**src/rtl/instr_fetch_pkg.sv**
```systemverilog
// Core-wide constants and types shared by the fetch unit and the control decoder.
package instr_fetch_pkg;

    localparam int unsigned XLEN = 32;

    // Opcode field instr[31:26] values that redirect the program counter.
    localparam logic [5:0] OPC_JUMP = 6'b000010;
    localparam logic [5:0] OPC_BEQ  = 6'b000100;

    // Fetch sequencer states.
    typedef enum logic [1:0] {
        StIdle,
        StWait,
        StHold,
        StDrop
    } fetch_state_e;

endpackage

```
**src/rtl/instr_fetch_if.sv**
```systemverilog
// Fetch bus: instruction-memory request/response plus core-side instruction handoff.
interface instr_fetch_if;
    import instr_fetch_pkg::*;

    logic            imem_req;
    logic [XLEN-1:0] imem_addr;
    logic            imem_rvalid;
    logic [XLEN-1:0] imem_rdata;
    logic            instr_valid;
    logic            instr_ready;
    logic [XLEN-1:0] instr;
    logic [XLEN-1:0] pc_out;
    logic            branch_taken;
    logic            flush;
    logic [XLEN-1:0] flush_pc;

    // Fetch unit side.
    modport master (
        output imem_req, imem_addr, instr_valid, instr, pc_out,
        input  imem_rvalid, imem_rdata, instr_ready, branch_taken, flush, flush_pc
    );

    // Memory/core environment side.
    modport slave (
        input  imem_req, imem_addr, instr_valid, instr, pc_out,
        output imem_rvalid, imem_rdata, instr_ready, branch_taken, flush, flush_pc
    );

endinterface

```
**src/rtl/instr_fetch_next_pc_calc.sv**
```systemverilog
// Next-PC selection for the held instruction: jump, taken beq, or sequential.
module instr_fetch_next_pc_calc
    import instr_fetch_pkg::*;
(
    input  logic [XLEN-1:0] pc_out_i,
    input  logic [XLEN-1:0] instr_i,
    input  logic            branch_taken_i,
    output logic [XLEN-1:0] next_pc_o
);

    logic [XLEN-1:0] pc4;
    logic [XLEN-1:0] br_off;
    logic [5:0]      opcode;

    // Decode opcode and pick the redirect target; pc4 wraps naturally at 32 bits.
    always_comb begin
        pc4       = pc_out_i + 32'd4;
        opcode    = instr_i[31:26];
        br_off    = {{14{instr_i[15]}}, instr_i[15:0], 2'b00};
        next_pc_o = pc4;
        if (opcode == OPC_JUMP) begin
            next_pc_o = {pc4[31:28], instr_i[25:0], 2'b00};
        end else if ((opcode == OPC_BEQ) && branch_taken_i) begin
            next_pc_o = pc4 + br_off;
        end
    end

endmodule

```
**src/rtl/instr_fetch.sv**
```systemverilog
// Instruction fetch unit: owns the PC, fetches one word at a time, holds it for the core.
module instr_fetch
    import instr_fetch_pkg::*;
#(
    parameter logic [XLEN-1:0] RESET_PC = 32'h0000_0000
) (
    input  logic          clk,
    input  logic          rst_n,
    instr_fetch_if.master bus
);

    fetch_state_e    state_q, state_d;
    logic [XLEN-1:0] pc_q, pc_d;
    logic [XLEN-1:0] addr_q, addr_d;
    logic [XLEN-1:0] instr_q, instr_d;
    logic [XLEN-1:0] pc_out_q, pc_out_d;
    logic [XLEN-1:0] next_pc;
    logic [XLEN-1:0] flush_tgt;
    logic            xfer;

    assign flush_tgt = bus.flush_pc & 32'hFFFF_FFFC;

    instr_fetch_next_pc_calc u_next_pc_calc (
        .pc_out_i       (pc_out_q),
        .instr_i        (instr_q),
        .branch_taken_i (bus.branch_taken),
        .next_pc_o      (next_pc)
    );

    // Next-state logic; flush overrides everything, including a same-cycle transfer.
    always_comb begin
        state_d  = state_q;
        pc_d     = pc_q;
        instr_d  = instr_q;
        pc_out_d = pc_out_q;
        xfer     = (state_q == StHold) && bus.instr_ready;

        unique case (state_q)
            StIdle: state_d = StWait;
            StWait: begin
                if (bus.imem_rvalid) begin
                    instr_d  = bus.imem_rdata;
                    pc_out_d = pc_q;
                    state_d  = StHold;
                end
            end
            StHold: begin
                if (xfer) begin
                    pc_d    = next_pc;
                    state_d = StWait;
                end
            end
            StDrop: begin
                if (bus.imem_rvalid) begin
                    state_d = StWait;
                end
            end
            default: state_d = StIdle;
        endcase

        if (bus.flush) begin
            pc_d     = flush_tgt;
            instr_d  = instr_q;
            pc_out_d = pc_out_q;
            // An unanswered request must still be drained before a new one can go out.
            if ((state_q == StWait) || (state_q == StDrop)) begin
                state_d = bus.imem_rvalid ? StWait : StDrop;
            end else begin
                state_d = StWait;
            end
        end

        // Request address follows the PC on every entry to (or stay in) StWait, and freezes in
        // StDrop so the abandoned request stays stable until its response arrives.
        addr_d = (state_d == StWait) ? pc_d : addr_q;
    end

    // State and datapath registers.
    always_ff @(posedge clk or negedge rst_n) begin
        if (!rst_n) begin
            state_q  <= StIdle;
            pc_q     <= RESET_PC;
            addr_q   <= RESET_PC;
            instr_q  <= '0;
            pc_out_q <= RESET_PC;
        end else begin
            state_q  <= state_d;
            pc_q     <= pc_d;
            addr_q   <= addr_d;
            instr_q  <= instr_d;
            pc_out_q <= pc_out_d;
        end
    end

    assign bus.imem_req    = (state_q == StWait) || (state_q == StDrop);
    assign bus.imem_addr   = addr_q;
    assign bus.instr_valid = (state_q == StHold);
    assign bus.instr       = instr_q;
    assign bus.pc_out      = pc_out_q;

endmodule

```
**src/flat_wrapper.sv**
```systemverilog
// flat-port wrapper written by rule: the top's interface ports become plain ports
module instr_fetch_flat import instr_fetch_pkg::*;
#(
    parameter logic [XLEN-1:0] RESET_PC = 32'h0000_0000
)
  (clk, rst_n, bus_imem_req, bus_imem_addr, bus_instr_valid, bus_instr, bus_pc_out, bus_imem_rvalid, bus_imem_rdata, bus_instr_ready, bus_branch_taken, bus_flush, bus_flush_pc);
  instr_fetch_if bus_i ();
  input  logic clk;
  input  logic rst_n;
  output wire logic [$bits(bus_i.imem_req)-1:0] bus_imem_req;
  output wire logic [$bits(bus_i.imem_addr)-1:0] bus_imem_addr;
  output wire logic [$bits(bus_i.instr_valid)-1:0] bus_instr_valid;
  output wire logic [$bits(bus_i.instr)-1:0] bus_instr;
  output wire logic [$bits(bus_i.pc_out)-1:0] bus_pc_out;
  input wire logic [$bits(bus_i.imem_rvalid)-1:0] bus_imem_rvalid;
  input wire logic [$bits(bus_i.imem_rdata)-1:0] bus_imem_rdata;
  input wire logic [$bits(bus_i.instr_ready)-1:0] bus_instr_ready;
  input wire logic [$bits(bus_i.branch_taken)-1:0] bus_branch_taken;
  input wire logic [$bits(bus_i.flush)-1:0] bus_flush;
  input wire logic [$bits(bus_i.flush_pc)-1:0] bus_flush_pc;
  assign bus_imem_req = bus_i.imem_req;
  assign bus_imem_addr = bus_i.imem_addr;
  assign bus_instr_valid = bus_i.instr_valid;
  assign bus_instr = bus_i.instr;
  assign bus_pc_out = bus_i.pc_out;
  assign bus_i.imem_rvalid = bus_imem_rvalid;
  assign bus_i.imem_rdata = bus_imem_rdata;
  assign bus_i.instr_ready = bus_instr_ready;
  assign bus_i.branch_taken = bus_branch_taken;
  assign bus_i.flush = bus_flush;
  assign bus_i.flush_pc = bus_flush_pc;
  instr_fetch #(.RESET_PC(RESET_PC)) u_core (.clk(clk), .rst_n(rst_n), .bus(bus_i));
endmodule
```
**config.mk**
```make
export PLATFORM = sky130hd
export DESIGN_NAME = instr_fetch_flat
export DESIGN_NICKNAME = d
export VERILOG_FILES = /design/src/rtl/instr_fetch_pkg.sv /design/src/rtl/instr_fetch_if.sv /design/src/rtl/instr_fetch_next_pc_calc.sv /design/src/rtl/instr_fetch.sv /design/src/flat_wrapper.sv
export SDC_FILE = /design/constraint.sdc
export NUM_CORES = 1
export LEC_CHECK = 0
export ABC_AREA = 1
export CORE_ASPECT_RATIO = 1.5
export CORE_MARGIN = 2
export CORE_UTILIZATION = 40
export CTS_BUF_LIST = sky130_fd_sc_hd__clkbuf_4 sky130_fd_sc_hd__clkbuf_8
export CTS_CLUSTER_DIAMETER = 150
export DETAILED_ROUTE_END_ITERATION = 8
export PLACE_DENSITY = 0.72
export SLEW_MARGIN = 40
export SYNTH_ARGS = -nofsm -noshare
export SYNTH_HDL_FRONTEND = slang
export SYNTH_SLANG_ARGS = --single-unit
```
**constraint.sdc**
```tcl
create_clock -name clk -period 3.25 [get_ports clk]
set_clock_uncertainty 0.1 [all_clocks]
set_input_delay 0.65 -clock clk [delete_from_list [all_inputs] [get_ports clk]]
set_output_delay 0.65 -clock clk [all_outputs]
set_load 0.005 [all_outputs]
```
==> reports/qor.csv, run 1 <==
stage;metric;value;unit
yosys;muxShareOfSynthArea;5.96;%
sta;hold_violations;0;
yosys;synth_top_family_by_area;simple AND/OR/NAND/NOR gates;
sta;setup_viol;2;
global_route;grt_use_total;25.3;%
power_and_ir_drop;power_leakage;6.06;nW
yosys;async_flop_share;100;%
min_path;hp-class;input port to async pin;
worst_setup_path;cp.arrival;3.57;ns
worst_setup_path;rrSetupSlack;-0.01;ns
global_route;grt_pass1_vias;8855;
global_route;antenna_found_initial;0;
sta;fin_crit;3.26;ns
worst_setup_path;critical_path.endpoint_type;flop;
drt;via_per_inst;5.08;
drt;drt_wl_total;30000;um
place;portBuffers;165;
sta;drv_slew;0;
worst_setup_path;r2r_end;u_core.bus.imem_addr[30]$_DFFE_PN0N_;
global_route;overflow;0;
layout;layout-drive-gt1-share;24.3;%
cts;cts_root_buf;clkbuf_8;
worst_setup_path;critPathLaunchType;flop;
drt;drtIter0Drc;529;
layout;num_antenna_cells;0;
yosys;synth_edf_count;0;
die;die_w;126;um
die;initial_core_util;40.9;%
place;placedInstanceArea;0.0114;mm^2
die;dieArea;0.0235;mm^2
yosys;yosysWarnings;0;
global_route;grt_max_degree;91;
worst_setup_path;worstPathRequired;3.56;ns
cts;clkSinkCount;130;
sta;setup_tns;-0.0117;ns
yosys;avgSynthCellArea;7.09;um^2
sta;timing.hold.ws;0.138;ns
layout;final_nets;1614;
run_status;status;complete, but fails checks;
sta;layout_setup_ws;-0.0104;ns
sta;rsz0062_at_grt;true;
sta;worst_slew_pin_slew;0.711;ns
die;core_area;0.0217;mm^2
drt;vias;9095;
cts;clkLatencyLatePin;0.48;ns
yosys;synth-compound-area-share;10.3;%
yosys;synth_top_area_share;36.6;%
global_route;grt_pass1_wl;46500;um
yosys;syn_area;0.00889;mm^2
place;place_congestion;1.01;
cts;max-clock-path-buffers;2;
worst_setup_path;critPathMaxFanout;4;
drt;drtPass1Iterations;5;
flow_run;maxCapViolCount;0;
cts;cts_tree;built;
die;ioPinCount;168;
yosys;synth_seq_cells;130;
yosys;synth_fp_nets;1361;
sta;relSlewSlack;52.6;%
worst_setup_path;r2r-start;u_core.bus.pc_out[2]$_DFFE_PN0P_;
yosys;yosysTopAreaCell;dfrtp_1;
power_and_ir_drop;ir_drop;0.000439;V
yosys;yosys-top-cells-area;dfrtp_1, nand2_1, inv_1;
yosys;synth_fa_ha_area_share;5.43;%
layout;final_cell_mix;nand2_1, clkdlybuf4s50_1, inv_1;
drt;antenna_left;0;
sta;fmax;307;MHz
place;place_ws;-0.211;ns
layout;area_growth;42.8;%
yosys;synth_xor_area_share;2.15;%
die;die_y;187;um
layout;final_cell_area;0.0127;mm^2
cts;clkTransAtPathRegs;0.09;ns
worst_setup_path;worst-setup-path-type;flop to flop;
worst_setup_path;crit_path_start;u_core.bus.pc_out[2]$_DFFE_PN0P_;
cts;hold_buffers;0;
power_and_ir_drop;power.density;711;mW/mm^2
layout;fillCellCount;1977;
layout;fin_cells;1791;
sta;fin_crit_sh;100;%
drt;wl_per_cell;16.7;um
die;rows;66;
yosys;synth_cell_types;41;
place;dpl.cell_count;1745;
place;dpl.hpwl;22800;um
run_status;violations;negative setup slack;
yosys;synthSimpleGateAreaFrac;31.3;%
cts;cts_made_buffers;17;
cts;cts_max_level;4;
yosys;synth_cells;1253;
yosys;yosysSeqAreaShare;36.6;%
yosys;synthFlopType;dfrtp_1;
layout;final_common_cell;nand2_1;
drt;drc;0;
worst_setup_path;r2r_cells;24;
[worst max-delay path: stages (launching register included)]
cell	delay (ns)
dfrtp_1	0.38
ha_2	0.20
nand3_2	0.10
nor2_4	0.14
nand3_2	0.11
nor3_2	0.19
xor2_1	0.27
inv_1	0.13
ha_4	0.30
nand2_4	0.09
inv_4	0.05
nand2_2	0.07
nand2_2	0.06
nand2_2	0.06
nand2_2	0.08
buf_12	0.14
a21oi_4	0.12
nand2_1	0.06
nand2_1	0.07
nand3_2	0.09
nand2_2	0.10
nand2_2	0.05
nand2_2	0.06
nand2_1	0.05
nand2_1	0.09
[synth_stat cells, types with 4 or more instances]
master and count:
a21oi_1 91, nand2_2 4, clkbuf_1 20, dfrtp_1 130
o211ai_1 8, o21ai_1 9, nand4_1 11, o21ai_0 25
xor2_1 11, or2_2 14, xnor2_1 9, mux2_2 47
nand3_1 80, nor3_1 11, buf_2 10, o21bai_1 7
inv_1 148, a21boi_0 9, ha_1 37, nand2_1 416
nor2_1 113
[layer usage]
metal	share of wire, %	track usage, %
met1	40	29.5
met2	51	44.2
met3	4.0	3.04
met4	5.0	15.0
met5	0	0
[worst max path at each step]
stage,endpoint,slack (ns),cells after the start
floorplan,u_core.bus.imem_addr[21]$_DFFE_PN0N_,0.35,21
CTS,u_core.bus.imem_addr[25]$_DFFE_PN0N_,0.003,22
global route,u_core.bus.imem_addr[30]$_DFFE_PN0N_,-0.17,24
finish,u_core.bus.imem_addr[30]$_DFFE_PN0N_,-0.01,24
detailed placement,u_core.bus.imem_addr[22]$_DFFE_PN0N_,-0.21,21
global placement,u_core.bus.imem_addr[22]$_DFFE_PN0N_,-0.12,22
[where the power goes]
part,internal (mW),leakage [nW],switching (mW)
Clock,0.868,0.222,0.718
Sequential,1.95,1.52,0.358
Combinational,2.33,4.32,2.79
Total,5.16,6.06,3.86
[through the flow]
| stage | utilization (%) | total power [mW] |
|---|---|---|
| after floorplan | - | 4.70 |
| after global placement | 52.6 | 6.62 |
| after detailed placement | 52.6 | 6.67 |
| after CTS | 55.0 | 8.34 |
| after global routing | 58.4 | 9.68 |
| final | 58.4 | 9.02 |
[sequential cells by signal, indices dropped and copies added, names as in the netlist]
| register | count |
|---|---|
| u_core.bus.instr | 32 |
| u_core.bus.pc_out | 32 |
| u_core.state_q | 2 |
| u_core.bus.imem_addr | 32 |
| u_core.pc_q | 32 |
[cell families (layout without fill, tap and decap cells)]
family                   count (synthesis)  in the layout
multiplexers                            47             47
AND/OR/NAND/NOR                        667            667
AO/OA/AOI/OAI                          163            163
XOR/XNOR                                21             21
adder cells (fa/ha/maj)                 38             38
buffers and inverters                  187            453
flip-flops                             130            130
[layout make-up]
cell class | instances | area (um^2) | area share [%]
sequential | 130 | 3260 | 25.7
clock inverter | 14 | 200 | 1.58
multi-input combinational | 936 | 5580 | 43.9
inverter | 153 | 577 | 4.54
clock buffer | 18 | 248 | 1.95
tap | 272 | 340 | 2.68
timing repair buffer | 268 | 2490 | 19.6
[repair_timing]
| action | 4_1_cts | 5_1_grt |
|---|---|---|
| pin swaps | 4 | 44 |
| setup endpoints to repair | 10 | 40 |
| buffers inserted | 3 | 11 |
| endpoints found under the hold margin | 0 | 0 |
| gates resized for setup | 15 | 161 |
(Power assumes the default switching activity.)
==> run 2: changes to the inputs <==
Settings changed: CTS_CLUSTER_DIAMETER 150 to default.
==> results of run 2 <==
Same layout as run 1: the final DEF is identical, and so are final timing and power.
==> variant 1: new RTL, flow settings as in run 2 <==
Re-encode `fetch_state_e` (4 states) as Gray code, 2 bits wide.
--- a/src/rtl/instr_fetch_pkg.sv
+++ b/src/rtl/instr_fetch_pkg.sv
@@ -9,10 +9,10 @@
 
     // Fetch sequencer states.
     typedef enum logic [1:0] {
-        StIdle,
-        StWait,
-        StHold,
-        StDrop
+        StIdle = 2'b00,
+        StWait = 2'b01,
+        StHold = 2'b11,
+        StDrop = 2'b10
     } fetch_state_e;
 
 endpackage
Check against the original RTL: no difference found for any inputs over 4 cycles, from zero or initial values and one cycle with rst_n low; so few cycles prove little.
==> variant 1 against run 2 <==
  * Worst setup slack improved by 75 ps
  * Fmax rose by 2.3%
  * First-iteration DRC count fell by 8.3%
  * Non-clock buffer count rose by 21
  * Synthesized cell count fell by 0.56%
  * Routed wire length rose by 4.8%
  * Worst hold slack got worse by 50 ps
  * Sequential cell count did not move
  * Synthesized area rose by 0.53%
  * Design area rose by 4.1%
  * Global-route usage rose by 0.60 points
  * Highest routed layer unchanged
Power is not compared: it rests on default switching activity, and its combinational part moved more than twofold at a synthesized area within 25%.
==> variant 1: results <==
[drt]
drt-initial-drc-count = 485
vias = 9367
dr.pass1.iters = 6
detail_route.vias_per_cell = 5.172
wl_per_cell_um = 17.35

[place]
placed_cells = 1763
place_congestion = 0.9389
hpwlAfterDp_um = 23770
post-place-ws_ps = -143.3
portBuffers = 165
place_area_um2 = 11620

[global_routing]
grt_first_pass_wirelength_um = 48220
grt_pass1_vias = 9279
grt_max_degree = 82
antenna_found_initial = 0
grtUsageTotal_pct = 25.90

[run]
maxCapViolCount = 0

[cts]
path_clk_slew_ps = 80
clk_latency_ps = 460
root_buffer = "clkbuf_8"
htree_levels = 4

[logic_synthesis]
avgSynthCellArea_um2 = 7.171
synth.distinct_cells = 45
synthTopCellsByCount = "384 x nand2_1, 154 x inv_1, 130 x dfrtp_1"
synth_fp_nets = 1358
yosys_warnings = 0
ys_seq_area_share_pct = 36.41
synthArstFlopShare_pct = 100.0
synth.area.top_cells = "dfrtp_1 36%, nand2_1 16%, inv_1 6.5%"

[outcome]
status = "completed"

[layout]
area_growth_pct = 47.88
nets = 1634
nFillCells = 2047
layout-drive-gt1-share_pct = 28.47

[sta]
worstMarginPinSlew_ps = 650.2

[worst_setup_path]
worst-endpoint-arrival_ps = 3430
worst-path-max-fanout = 5

[pwr]
p_leak_nw = 6.156
## variant 1: cell count changes in the layout (fill, tap and decap cells not counted), sizes merged, moves of 3 or more
cell	delta
a31oi	+3
a21boi	+4
buf	+22
nand2	-34
or2	+5
o21ai	+4
nand3b	+3
clkinv	-3
xnor2	-3
ha	+4
xor2	+6
inv	+4
## variant 1: repair_timing
action,4_1_cts,5_1_grt
setup endpoints to repair,17,40
hold endpoints to repair,0,0
pin swaps,0,61
resized for setup,23,217
setup buffers,0,16
## variant 1: path summary, 6_finish.rpt
kind                                              start                       end  slack [ps]  depth (start not counted)
worst min-delay path                              rst_n     u_core.bus.pc_out[29]          90                          1
worst max-delay path               u_core.bus.pc_out[3]  u_core.bus.imem_addr[29]          60                         20
max in group asynchronous                         rst_n      u_core.bus.pc_out[3]        2080                          2
worst max register to register     u_core.bus.pc_out[3]  u_core.bus.imem_addr[29]          60                         20
min in group clk                u_core.bus.imem_addr[5]   u_core.bus.imem_addr[5]         390                          2
worst min register to register  u_core.bus.imem_addr[5]   u_core.bus.imem_addr[5]         390                          2
## variant 1: worst max-delay path, stage by stage, from the launching register on
cell	delay, ps
dfrtp_2	450
nand2_2	100
nor2_1	110
nand2_1	120
buf_4	160
xor2_1	230
inv_1	120
ha_4	300
nand2_1	90
inv_1	120
nand2_1	110
o21ai_4	200
nand2_1	100
nand2_1	110
nand2_1	120
nand3_2	100
nand3_2	100
nand2_2	140
nand2_1	60
nand3_1	80
nand2_1	60
## variant 1: layout make-up
type | count | share of cell area (%)
multi-input cells | 926 | 44.68
clock buffers | 19 | 1.932
clock inverters | 13 | 1.742
repair buffers | 289 | 19.79
flip-flops and latches | 130 | 24.73
well taps | 276 | 2.614
inverters | 158 | 4.508
## variant 1: routing by layer
layer / up-vias / routed length (µm) / share of wire (%) / track usage, %
met5: - / 0 / 0 / 0
met4: 0 / 1380 / 4.4 / 11.62
met3: 84 / 1080 / 3.4 / 3.404
met2: 277 / 16490 / 53 / 46.55
met1: 4464 / 12460 / 40 / 30.45
li1: 4542 / - / - / -
## variant 1: kinds of logic (layout without fill, tap and decap cells)
group	count (synthesis)	count (layout)	synth area share, %
and+or+nand+nor	639	639	30.01
buffers and inverters	190	479	8.290
AOI/OAI and AO/OA	174	174	11.05
DFF	130	130	36.41
muxes	47	47	5.924
adders and majority gates	42	42	5.966
xor gates and xnor gates	24	24	2.353
## variant 1: where the power goes
group,switching [mW],internal (mW),total (mW)
Clock,0.690,1.02,1.71
Combinational,5.61,4.80,10.4
Sequential,0.761,2.33,3.09
==> variant 2: new RTL, flow settings as in run 2 <==
Made on the original files. Take the reset off `instr_q` and load it in a clocked block of its own.
--- a/src/rtl/instr_fetch.sv
+++ b/src/rtl/instr_fetch.sv
@@ -81,15 +81,17 @@
             state_q  <= StIdle;
             pc_q     <= RESET_PC;
             addr_q   <= RESET_PC;
-            instr_q  <= '0;
             pc_out_q <= RESET_PC;
         end else begin
             state_q  <= state_d;
             pc_q     <= pc_d;
             addr_q   <= addr_d;
-            instr_q  <= instr_d;
             pc_out_q <= pc_out_d;
         end
+    end
+
+    always_ff @(posedge clk) begin
+        instr_q <= instr_d;
     end
 
     assign bus.imem_req    = (state_q == StWait) || (state_q == StDrop);
Behaviour: differs if rst_n is asserted again (counterexample within 4 cycles, from zero or initial values and one cycle with rst_n low); with rst_n held inactive, the same outputs for 4 cycles.
==> variant 2 against run 2 <==
  * Worst setup slack better by 81 ps
  * Count of clock-buffer cells in the layout is the same
  * Critical path depth fell by 2
  * Total power fell by 20%
  * Via count is 3.7% higher
  * Routed wire length rose by 2.0%
  * Design area up 4.2%
  * Synthesized area rose by 0.53%
  * Sequential cell count stayed put
  * Critical endpoint is now u_core.bus.imem_addr[29]
  * Largest power group unchanged
==> variant 2: results <==
[place]
post-place-ws_ps = -96.79
place_area_um2 = 11790
hpwlAfterDp_um = 23640
portBuffers = 165
placed_cells = 1831
place_congestion = 0.9521

[pwr]
p_leak_nw = 6.293
power.internal_mw = 4.396
peakVddDrop_mv = 0.5040

[worst_setup_path]
worst-endpoint-arrival_ps = 3430
worst-path-max-fanout = 3

[logic_synthesis]
yosys_warnings = 0
synth_fp_nets = 1405
synth_edf_count = 32
synthArstFlopShare_pct = 75.38
synthTopCellsByCount = "489 x nand2_1, 157 x inv_1, 104 x nor2_1"
syn_inst = 1297
synth_ff_type = "dfrtp_1"
synth.distinct_cells = 44
synth.area.top_cells = "dfrtp_1 27%, nand2_1 21%, edfxtp_1 11%"
ys_seq_area_share_pct = 38.20

[cts]
cts_buffers = 17
cts_max_path_buffers = 2
path_clk_slew_ps = 100
htree_levels = 4
clk_latency_ps = 480
root_buffer = "clkbuf_8"

[layout]
nFillCells = 2009
nets = 1701
layout-drive-gt1-share_pct = 25.59
insertedDiodeCount = 0

[drt]
drt-initial-drc-count = 587
wl_per_cell_um = 16.25
detail_route.vias_per_cell = 5.009
vias = 9427
dr.pass1.iters = 5

[sta]
fmax_mhz = 314.6
slew_headroom_pct = 44.89

[global_routing]
grt_pass1_vias = 9045
grt_max_degree = 76
grt_first_pass_wirelength_um = 46570
antenna_found_initial = 0
grtUsageTotal_pct = 25.21

[outcome]
status = "completed"

[hold_path]
hold_class = "flop to flop"
==> variant 2: changes by cell type in the layout (fill, tap and decap cells not counted), sizes merged, moves of 6 or more <==
cell / run 2 / this run
mux2: 47 / 0
dfrtp: 130 / 98
buf: 103 / 147
a21boi: 12 / 19
nand2: 420 / 498
or2: 14 / 27
xnor2: 9 / 3
a21oi: 93 / 69
edfxtp: 0 / 32
inv: 156 / 163
nand3: 83 / 103
==> variant 2: path summary, 6_finish.rpt <==
kind	start	endpoint	slack (ps)	depth (start not counted)
worst min register to register	u_core.pc_q[27]	u_core.bus.pc_out[27]	380	2
worst min-delay path	u_core.pc_q[27]	u_core.bus.pc_out[27]	380	2
max in group asynchronous	rst_n	u_core.bus.pc_out[24]	1810	3
worst max register to register	u_core.bus.pc_out[2]	u_core.bus.imem_addr[29]	70	22
worst max-delay path	u_core.bus.pc_out[2]	u_core.bus.imem_addr[29]	70	22
min in group asynchronous	rst_n	u_core.bus.imem_addr[6]	520	2
==> variant 2: cell type report <==
cell class	instances	area, µm²	share of cell area, %
well taps	276	345.3	2.612
multi-input cells	973	5633	42.60
clock inverters	14	177.7	1.344
clock buffers	18	247.7	1.874
inverters	159	596.8	4.514
repair buffers	312	2799	21.17
flip-flops and latches	130	3423	25.89
==> variant 2: layer usage <==
layer | vias to the layer above | GRT usage, % | part of all wire (%)
met5 | - | 0 | 0
met4 | 0 | 11.50 | 4.4
met3 | 69 | 3.118 | 3.9
met2 | 256 | 45.10 | 52
met1 | 4404 | 29.89 | 39
li1 | 4698 | - | -
==> variant 2: cell families (layout without fill, tap and decap cells) <==
logic type                 Yosys count  in the layout  synth area share (%)
adders and majority gates           38             38                 5.405
buffers and inverters              194            503                 8.262
xor gates and xnor gates            19             19                 2.115
DFF                                130            130                 38.20
and+or+nand+nor                    779            779                 37.14
AOI/OAI and AO/OA                  137            137                 8.878
==> variant 2: power groups by stage <==
stage               logic (mW)  registers (mW)  clock network (mW)
floorplan                 1.50            2.17                   0
global placement          2.95            2.16                   0
detailed placement        2.99            2.16                   0
CTS                       3.03            2.13                1.54
global route              3.92            2.18                1.60
finish                    3.55            2.15                1.51
==> variant 2: worst max-delay path, stage by stage, from the launching register on <==
cell and delay, ps:
dfrtp_1 380, ha_2 200, inv_1 80, nor3_4 210
nand4_1 250, xor2_2 310, inv_2 70, ha_4 240
buf_4 140, nand2_1 50, nand2_1 70, inv_1 60
nand2_1 120, nand2_1 90, nand2_1 60, nor2_1 150
nand2_1 70, nand2_1 80, nand3_2 60, nand2_2 100
nand2_1 50, nand3_1 60, nand2_1 50
==> variant 2: what timing repair did <==
item | in CTS | in global routing
hold endpoints to repair | 23 | 0
resized for setup | 16 | 192
hold buffers | 1 | 0
buffers inserted | 0 | 18
pin swaps | 2 | 55
endpoints found under the setup margin | 12 | 45
